**config.mk**
```make
export PLATFORM = sky130hd
export DESIGN_NAME = lif_neuron_layer
export DESIGN_NICKNAME = d
export VERILOG_FILES = /design/src/rtl/lif_neuron_layer.sv
export SDC_FILE = /design/constraint.sdc
export NUM_CORES = 1
export LEC_CHECK = 0
export ABC_AREA = 1
export ABC_CLOCK_PERIOD_IN_PS = 10900
export CAP_MARGIN = 5
export CORE_ASPECT_RATIO = 1.4
export CORE_MARGIN = 2
export CORE_UTILIZATION = 55
export DETAILED_ROUTE_END_ITERATION = 10
export HOLD_SLACK_MARGIN = 0.08
export PLACE_DENSITY = 0.82
export SETUP_SLACK_MARGIN = 0.1
export SYNTH_ARGS = -nofsm -noshare
export SYNTH_HDL_FRONTEND = slang
export SYNTH_SLANG_ARGS = --single-unit
```
**constraint.sdc**
```tcl
create_clock -name clk -period 10.9 [get_ports clk]
set_input_delay 3.27 -clock clk [delete_from_list [all_inputs] [get_ports clk]]
set_output_delay 3.27 -clock clk [all_outputs]
set_load 0.05 [all_outputs]
```
**src/rtl/lif_neuron_layer.sv**
```systemverilog
// Leaky integrate-and-fire output layer: one timestep per step_valid strobe, with
// saturating per-neuron spike counters and a sequential winner-take-all readout.
module lif_neuron_layer #(
  parameter int NUM_NEURONS   = 10,
  parameter int CURRENT_WIDTH = 16,
  parameter int V_WIDTH       = 16,
  parameter int V_THRESH      = 4000,
  parameter int V_REST        = 0,
  parameter int LEAK_SHIFT    = 4,
  parameter int REFRACT_STEPS = 5,
  parameter int COUNT_WIDTH   = 8,
  parameter int IDX_WIDTH     = 4
) (
  input  logic                                 clk,
  input  logic                                 rst,
  input  logic                                 step_valid,
  input  logic [NUM_NEURONS*CURRENT_WIDTH-1:0] currents_in,
  output logic [NUM_NEURONS-1:0]               post_spikes,
  output logic                                 spikes_valid,
  input  logic                                 clear_counts,
  output logic [NUM_NEURONS*COUNT_WIDTH-1:0]   spike_counts,
  input  logic                                 winner_req,
  output logic                                 winner_busy,
  output logic                                 winner_valid,
  output logic [IDX_WIDTH-1:0]                 winner_idx,
  output logic [COUNT_WIDTH-1:0]               winner_count
);

  localparam int R_W = (REFRACT_STEPS < 1) ? 1 : $clog2(REFRACT_STEPS + 1);
  localparam logic [V_WIDTH-1:0]     V_MAX    = '1;
  localparam logic [V_WIDTH-1:0]     V_THR    = V_WIDTH'(V_THRESH);
  localparam logic [V_WIDTH-1:0]     V_RST    = V_WIDTH'(V_REST);
  localparam logic [R_W-1:0]         R_LOAD   = R_W'(REFRACT_STEPS);
  localparam logic [COUNT_WIDTH-1:0] CNT_MAX  = '1;
  localparam logic [IDX_WIDTH-1:0]   LAST_IDX = IDX_WIDTH'(NUM_NEURONS - 1);

  function automatic logic [V_WIDTH-1:0] sat_v(input logic [V_WIDTH:0] x);
    return x[V_WIDTH] ? V_MAX : x[V_WIDTH-1:0];
  endfunction

  function automatic logic [COUNT_WIDTH-1:0] sat_inc(input logic [COUNT_WIDTH-1:0] c);
    return (c == CNT_MAX) ? c : c + COUNT_WIDTH'(1);
  endfunction

  typedef enum logic [1:0] {IDLE, SCAN, DONE} state_t;

  logic [V_WIDTH-1:0]     v_q    [NUM_NEURONS];
  logic [R_W-1:0]         refr_q [NUM_NEURONS];
  logic [COUNT_WIDTH-1:0] cnt_q  [NUM_NEURONS];
  logic [V_WIDTH:0]       v_sum  [NUM_NEURONS];
  logic [V_WIDTH-1:0]     v_next [NUM_NEURONS];
  logic [NUM_NEURONS-1:0] fire;
  logic [NUM_NEURONS-1:0] spikes_p1;
  logic                   vld_p1;

  state_t                 state_q, state_d;
  logic [IDX_WIDTH-1:0]   scan_idx;
  logic [COUNT_WIDTH-1:0] best, scan_cnt;
  logic [IDX_WIDTH-1:0]   best_idx;
  logic                   beats;

  // Leak is subtracted before adding current; the extra top bit catches overflow.
  always_comb begin
    fire = '0;
    for (int k = 0; k < NUM_NEURONS; k++) begin
      v_sum[k]  = {1'b0, v_q[k]} - {1'b0, v_q[k] >> LEAK_SHIFT}
                + (V_WIDTH+1)'(currents_in[k*CURRENT_WIDTH +: CURRENT_WIDTH]);
      v_next[k] = sat_v(v_sum[k]);
      fire[k]   = (refr_q[k] == '0) && (v_next[k] >= V_THR);
    end
  end

  // Stage p0 -> p1: membrane state, spike register and counters
  always_ff @(posedge clk) begin
    if (rst) begin
      for (int k = 0; k < NUM_NEURONS; k++) begin
        v_q[k]    <= V_RST;
        refr_q[k] <= '0;
        cnt_q[k]  <= '0;
      end
      spikes_p1 <= '0;
      vld_p1    <= 1'b0;
    end else begin
      vld_p1    <= step_valid;
      spikes_p1 <= step_valid ? fire : '0;
      for (int k = 0; k < NUM_NEURONS; k++) begin
        if (step_valid) begin
          if (refr_q[k] != '0) begin
            refr_q[k] <= refr_q[k] - R_W'(1);
            v_q[k]    <= V_RST;
          end else if (fire[k]) begin
            refr_q[k] <= R_LOAD;
            v_q[k]    <= V_RST;
          end else begin
            v_q[k]    <= v_next[k];
          end
        end
        if (clear_counts)
          cnt_q[k] <= '0;
        else if (step_valid && fire[k])
          cnt_q[k] <= sat_inc(cnt_q[k]);
      end
    end
  end

  assign post_spikes  = spikes_p1;
  assign spikes_valid = vld_p1;

  always_comb begin
    spike_counts = '0;
    for (int k = 0; k < NUM_NEURONS; k++)
      spike_counts[k*COUNT_WIDTH +: COUNT_WIDTH] = cnt_q[k];
  end

  always_ff @(posedge clk) begin
    if (rst) state_q <= IDLE;
    else     state_q <= state_d;
  end

  always_comb begin
    state_d = state_q;
    case (state_q)
      IDLE:    if (winner_req) state_d = SCAN;
      SCAN:    if (scan_idx == LAST_IDX) state_d = DONE;
      DONE:    state_d = IDLE;
      default: state_d = IDLE;
    endcase
  end

  always_comb begin
    winner_busy  = (state_q == SCAN);
    winner_valid = (state_q == DONE);
  end

  // Scan reads the live counter, so spikes landing mid-scan are still seen.
  assign scan_cnt = cnt_q[scan_idx];
  assign beats    = scan_cnt > best;

  always_ff @(posedge clk) begin
    if (rst) begin
      scan_idx     <= '0;
      best         <= '0;
      best_idx     <= '0;
      winner_idx   <= '0;
      winner_count <= '0;
    end else begin
      case (state_q)
        IDLE: if (winner_req) begin
          scan_idx <= '0;
          best     <= '0;
          best_idx <= '0;
        end
        SCAN: begin
          if (beats) begin
            best     <= scan_cnt;
            best_idx <= scan_idx;
          end
          scan_idx <= scan_idx + IDX_WIDTH'(1);
          if (scan_idx == LAST_IDX) begin
            winner_idx   <= beats ? scan_idx : best_idx;
            winner_count <= beats ? scan_cnt : best;
          end
        end
        default: ;
      endcase
    end
  end

endmodule

```
# Word level (Yosys, flattened, before mapping)
# Memory sizes are Yosys's and may differ from the RTL's. A register that Yosys moved wholly into a read port is not among the register bits.
# Cells that the tools add are included.
# totals
register_bits	41
ramBits	270
input_bits	165
output_inout_bits	105
word_cells	482
n_memories	3
# memory_table
name	words	width	read_ports	rd_ports_with_merged_regs	write_ports	line	text
v_q	10	16	10	0	10	47	logic [V_WIDTH-1:0] v_q [NUM_NEURONS];
cnt_q	10	8	11	1	10	49	logic [COUNT_WIDTH-1:0] cnt_q [NUM_NEURONS];
refr_q	10	3	10	0	10	48	logic [R_W-1:0] refr_q [NUM_NEURONS];
# classes
add_sub_neg	41
magnitude_cmp	11
eq_ne	15
n_mux	287
bitwise	71
n_reduce_logical	46
# op_table
op	count
2-to-1 mux 16 bit	40
2-to-1 mux 8 bit	32
2-to-1 mux 1 bit	185
adder 17 x 16 -> 17 bit	10
subtractor 16 x 12 -> 17 bit	10
>= comparator 16 x 12 -> 1 bit, second input constant	10
adder 8 x 1 -> 8 bit, second input constant	10
== test 8 bit, second input constant	10
bitwise OR 1 bit	70
2-to-1 mux 3 bit	20
logical NOT 3 bit	10
nonzero test 3 bit	10
subtractor 3 x 1 -> 3 bit, second input constant	10
logical AND 1 bit	20
2-to-1 mux 4 bit	4
one-hot mux 4 bit (2 select lines)	2
one-hot mux 8 bit (2 select lines)	1
> comparator 8 bit	1
AND reduction 2 bit	3
adder 4 x 1 -> 4 bit, second input constant	1
== test 4 bit, second input constant	1
2-to-1 mux 2 bit	2
one-hot mux 2 bit (2 select lines)	1
== test 2 x 1 -> 1 bit, second input constant	1
7 further kinds	7

# Depth between registers and ports, before layout
# logic_depth
word_depth	12
depth_mapped	22
mapped_depth_nobuf	22

# Worst setup path before layout
# No wires, ideal clock.
# synth_path
kind	input -> register
startpoint	in rst
endpoint	mem v_q[0][0] (enable)
setup_time_ps	1336
arrival_time_ps	6689
t_required_ps	9564
slack_ps	2875
stages	5
path_buffers	3
path_cell_list	clkbuf_1 clkbuf_1 inv_1 clkbuf_1 nand2_1
# synth_rtl
element	line	text
start, declared	15	input logic rst,
end, declared	47	

==> run summary <==
The number of buffers added to fix hold violations after cts came out at 0. After the flow finishes, the layout carries non-filler instances totaling 4966. The first TritonRoute pass finished after 9 iterations. The via-per-instance ratio is 5.15. Synthesis inferred 315 register bits. The run gives 16000 µm² as the area of the multi-input gates.

Of the total power, the share spent switching nets is 40.1%. The net switching power of the design was 1.95 mW. The logs give 0 for the antenna cell count and 55.7% for the effective utilization at floorplan. The min-delay analysis places its worst path in the category flip-flop to flip-flop. The vertical die dimension was 276 µm; the share of synthesized flip-flops with an asynchronous set or reset was 0%. The first routing iteration left 1266 violations. The clock network accounts for 27.0% of the total power. The fraction of the cycle the final worst path needs came out at 59.6%. The run gives 0 as the count of yosys warnings during synthesis. Dividing the detail-routed wire length by the instance count gives 15.1 µm.

The flow ran to the end, but the final reports show violations. The most numerous cell type found on the critical path is sky130_fd_sc_hd__nand2_1. The count of placed standard cells including taps is 4899. The fill cell instance count of the final layout was 4628. In this run the standard cell core region covers 52000 µm². The synthesized design spends more area on one cell type than any other, namely sky130_fd_sc_hd__edfxtp_1. Setup total negative slack on the finished layout was measured at 0 ps. The headroom to the max-slew limit was 32.6%.

Counting every sink on the clock net gives 315. Global routing finished with a remaining overflow of 0. Once detail routing completed, the nets flagged for antenna violations numbered 0. Wire length of the first global-routing pass: 120000 µm.

The number of top-level pins is 270, and the via count of the first global-routing pass is 25200. The critical path goes through clkdlybuf4s50_1 -> inv_1 -> fa_1 -> inv_1 -> ha_1 -> a21oi_1 -> nand2_1 -> nand2_1 -> nand2_1 -> nand2_1 -> nand2_1 -> nand2_1 -> nand2_2 -> o21ai_0 -> nand2_1 -> o211ai_1 -> nor2_1. Combinational power share: 42.6%.

For this design the ratio of total power to cell area is 144 nW/µm². The tools report the element type at the critical path end as a flip-flop. Synthesis instantiated 47 different standard cells from the library.

Relative to the synthesized area, the layout overhead comes to 16.5%. The final hold violation count is 0. Across the run, the number of max-cap violations was 0. The number of levels the H-tree was split into is 2, and the total vias in the final route is 25600. The number of instances resized during post-cts repair is 0, and the post-CTS clock slew at the launch and capture registers of the worst setup and hold paths is 60 ps. At the end of routability-driven placement, the weighted congestion stood at 0.949.

The final reports fail on DRC. The number of max-slew violations in the final report is 0. Setup repair after global routing left no endpoint under its margin. The tools report the post-route worst setup slack as 4400 ps. Across the VDD grid, the largest voltage drop is 0.131 mV.

Entering global routing, the biggest net connects 128 pins. In this design, the stage delay of the slowest critical-path cell is 810 ps. Counting both buffers and inverters, the worst setup path holds a total of 3. The final layout contains routed wiring with a total length of 74800 µm. The completed layout was analyzed and its total power is 4.87 mW.

The tree is rooted in a sky130_fd_sc_hd__clkbuf_16. STA puts the critical path data required time at 11160 ps. The tools report the final net count as 4817.

The final setup violation count was 0; the fraction of post-synthesis cell area in the top cell type by area was 28.0%. The number of DRC violations after detailed routing came out at 1. Number of buffers created by CTS: 37. Counting flops with a built-in enable in the synthesized netlist gives 270.

At the placement stage, the worst setup path has a slack of 3750 ps. At the pin with the least slew margin, the transition time is 1010 ps. The highest clock frequency the design can meet is 154 MHz. The cell-internal power was 2.91 mW; the placed wire-length estimate after detailed placement was 60100 µm.

The maximum net fanout on the critical path works out to 12. Synthesis produced a netlist whose cell count is 3969. The initialized floorplan defines 99 standard-cell rows.

The ratio of cells with drive above 1 in the final layout was 3.09%. The type of origin of the critical path was a primary input. The share of the yosys chip area belonging to registers came out at 31.1%.

For the number of buffers between clock root and the deepest sink, the log shows 3. From left edge to right edge, the die measures 198 µm. The tools report the overall routing resource usage as 27.7%. The run gives 54500 µm² as the overall die area.

In this run the static leakage power is 17.3 nW. The synthesized netlist occupies a cell area of 29000 µm². The synthesized area divided by synthesized cell count works out to 7.30 µm². Among all stages on the critical path, the largest delay is contributed by sky130_fd_sc_hd__o211ai_1. Ranked by total cell area, the synthesized netlist is headed by sky130_fd_sc_hd__edfxtp_1, sky130_fd_sc_hd__inv_1, sky130_fd_sc_hd__ha_1.

Across the routed clock network, the largest skew measured is 25.6 ps. The setup path with the least slack is of type primary input to flip-flop. TritonCTS built the clock tree. The area taken by flip-flops and latches is 9010 µm², and the count of input and output buffers is 269. The number of antenna violations at the first check in global routing came out at 0. Of the total power, registers draw 30.4%. At the later pin of the worst-skew pair, clock insertion delay measures 570 ps. The routed design could run at a clock period as short as 6500 ps. For the worst setup path, the data arrival time is 6760 ps. For this run, the leading register cell type out of synthesis is sky130_fd_sc_hd__edfxtp_1. The kind of cell with the highest combined delay along the critical path is compound AO/OA/AOI/OAI gates. Post-CTS timing repair inserted 0 buffers for setup.
flip-flops by register name, indices dropped and copies added (netlist names), named ones only:
name / cells
best_idx: 4
scan_idx: 4
v_q: 160
post_spikes: 10
refr_q: 30
winner_idx: 4
best: 8
cnt_q: 80
state_q: 2
winner_count: 8
spikes_valid: 1
power by group through the flow:
stage | clock network (mW) | logic (mW) | registers (mW)
4_1_cts | 1.35 | 2.06 | 1.48
3_5_place_dp | 0 | 2.05 | 1.51
3_3_place_gp | 0 | 2.01 | 1.50
5_1_grt | 1.39 | 2.36 | 1.49
6_report | 1.31 | 2.07 | 1.48
2_1_floorplan | 0 | 1.45 | 1.57
routing by layer:
metal | GRT usage [%] | part of all wire, % | wire [µm]
met1 | 30.4 | 38 | 28100
met4 | 14.1 | 5.5 | 4100
met3 | 4.69 | 6.1 | 4580
met2 | 51.4 | 51 | 38000
met5 | 0 | 0 | 0
layout make-up:
cell class / count / area share (%)
Clock buffer: 48 / 3.02
Multi-Input combinational cell: 2609 / 47.4
Sequential cell: 315 / 26.7
Clock inverter: 19 / 0.705
Tap cell: 656 / 2.43
Timing Repair Buffer: 275 / 8.15
Inverter: 1044 / 11.6
cells in the final DEF, fill, tap and decap left out, types with 8 or more instances in the layout:
cell type                            n
sky130_fd_sc_hd__nand2_2            17
sky130_fd_sc_hd__or2_2              11
sky130_fd_sc_hd__nor3_1             20
sky130_fd_sc_hd__clkbuf_1            8
sky130_fd_sc_hd__a21oi_1           218
sky130_fd_sc_hd__clkinv_2            9
sky130_fd_sc_hd__nand2_1           741
sky130_fd_sc_hd__dfxtp_1            45
sky130_fd_sc_hd__o21ai_0           176
sky130_fd_sc_hd__nand3_1           228
sky130_fd_sc_hd__fa_1              120
sky130_fd_sc_hd__conb_1             40
sky130_fd_sc_hd__ha_1              250
sky130_fd_sc_hd__nand3b_1           28
sky130_fd_sc_hd__edfxtp_1          270
sky130_fd_sc_hd__clkdlybuf4s50_1   269
sky130_fd_sc_hd__o221ai_1           10
sky130_fd_sc_hd__xnor2_1            34
sky130_fd_sc_hd__nor2_1            511
sky130_fd_sc_hd__o21bai_1           14
sky130_fd_sc_hd__xor2_1             72
sky130_fd_sc_hd__clkbuf_16          39
sky130_fd_sc_hd__nand4_1            38
sky130_fd_sc_hd__inv_1            1036
sky130_fd_sc_hd__and2_1             10
synthesized netlist by cell type (2+ instances only):
master and number:
sky130_fd_sc_hd__buf_2 8, sky130_fd_sc_hd__nand3b_1 28, sky130_fd_sc_hd__clkinv_1 4, sky130_fd_sc_hd__nor4_1 6, sky130_fd_sc_hd__a21oi_1 218, sky130_fd_sc_hd__a21o_1 4
sky130_fd_sc_hd__or2_2 11, sky130_fd_sc_hd__buf_6 6, sky130_fd_sc_hd__nand4_1 38, sky130_fd_sc_hd__a21boi_0 3, sky130_fd_sc_hd__xnor2_1 34, sky130_fd_sc_hd__nor2_2 6
sky130_fd_sc_hd__and3_1 3, sky130_fd_sc_hd__a21oi_2 5, sky130_fd_sc_hd__nand2_2 17, sky130_fd_sc_hd__clkbuf_1 24, sky130_fd_sc_hd__nand2_1 742, sky130_fd_sc_hd__ha_1 250
sky130_fd_sc_hd__and2_1 10, sky130_fd_sc_hd__o21ai_0 176, sky130_fd_sc_hd__xor2_1 72, sky130_fd_sc_hd__nor3_1 20, sky130_fd_sc_hd__o21ai_1 2, sky130_fd_sc_hd__dfxtp_1 45
sky130_fd_sc_hd__o211ai_1 7, sky130_fd_sc_hd__o21bai_1 14, sky130_fd_sc_hd__nand2_4 6, sky130_fd_sc_hd__fa_1 120, sky130_fd_sc_hd__inv_1 1036, sky130_fd_sc_hd__nor2_1 512
sky130_fd_sc_hd__nand3_2 6, sky130_fd_sc_hd__o21ai_2 7, sky130_fd_sc_hd__inv_2 3, sky130_fd_sc_hd__nand3_1 228, sky130_fd_sc_hd__o221ai_1 10, sky130_fd_sc_hd__buf_1 2
sky130_fd_sc_hd__a31oi_1 7, sky130_fd_sc_hd__edfxtp_1 270
worst register-to-register path: cells and delay by family (launching register included):
family,cells,cell delay [ps]
simple gates,6,980
buf+inv,3,1480
fa+ha+maj,1,350
flops,1,300
compound gates,5,1400
path summary, 6_finish.rpt:
path	startpoint	to	slack (ps)	cells after the start
worst max register to register	flip-flop	best[7]$_SDFFE_PP0P_	6330	15
worst min register to register	best_idx[1]$_SDFFE_PP0P_	best_idx[1]$_SDFFE_PP0P_	460	2
worst min-delay path	best_idx[1]$_SDFFE_PP0P_	best_idx[1]$_SDFFE_PP0P_	460	2
worst max-delay path	currents_in[67]	v_q[4][8]$_SDFFCE_PN0P_	4400	17
through the flow:
stage / hold WS (ps) / cell area [µm²] / util, %
floorplan: 445 / 29100 / -
global placement: 452 / 32500 / 62.4
detailed placement: 456 / 32500 / 62.4
CTS: 465 / 33700 / 64.9
global route: 490 / 33700 / 64.9
finish: 464 / 33700 / 64.9
logic make-up (layout without fill, tap and decap cells):
| logic type | after synthesis | count (layout) | share of synthesized area [%] |
|---|---|---|---|
| DFF | 315 | 315 | 31.1 |
| buffers and inverters | 1084 | 1386 | 14.2 |
| and+or+nand+nor | 1636 | 1636 | 23.8 |
| xor gates and xnor gates | 106 | 106 | 3.21 |
| adders and majority gates | 370 | 370 | 19.1 |
| AOI/OAI and AO/OA | 457 | 457 | 8.50 |
| other | 1 | 40 | 0.0129 |
(Power assumes the default switching activity.)
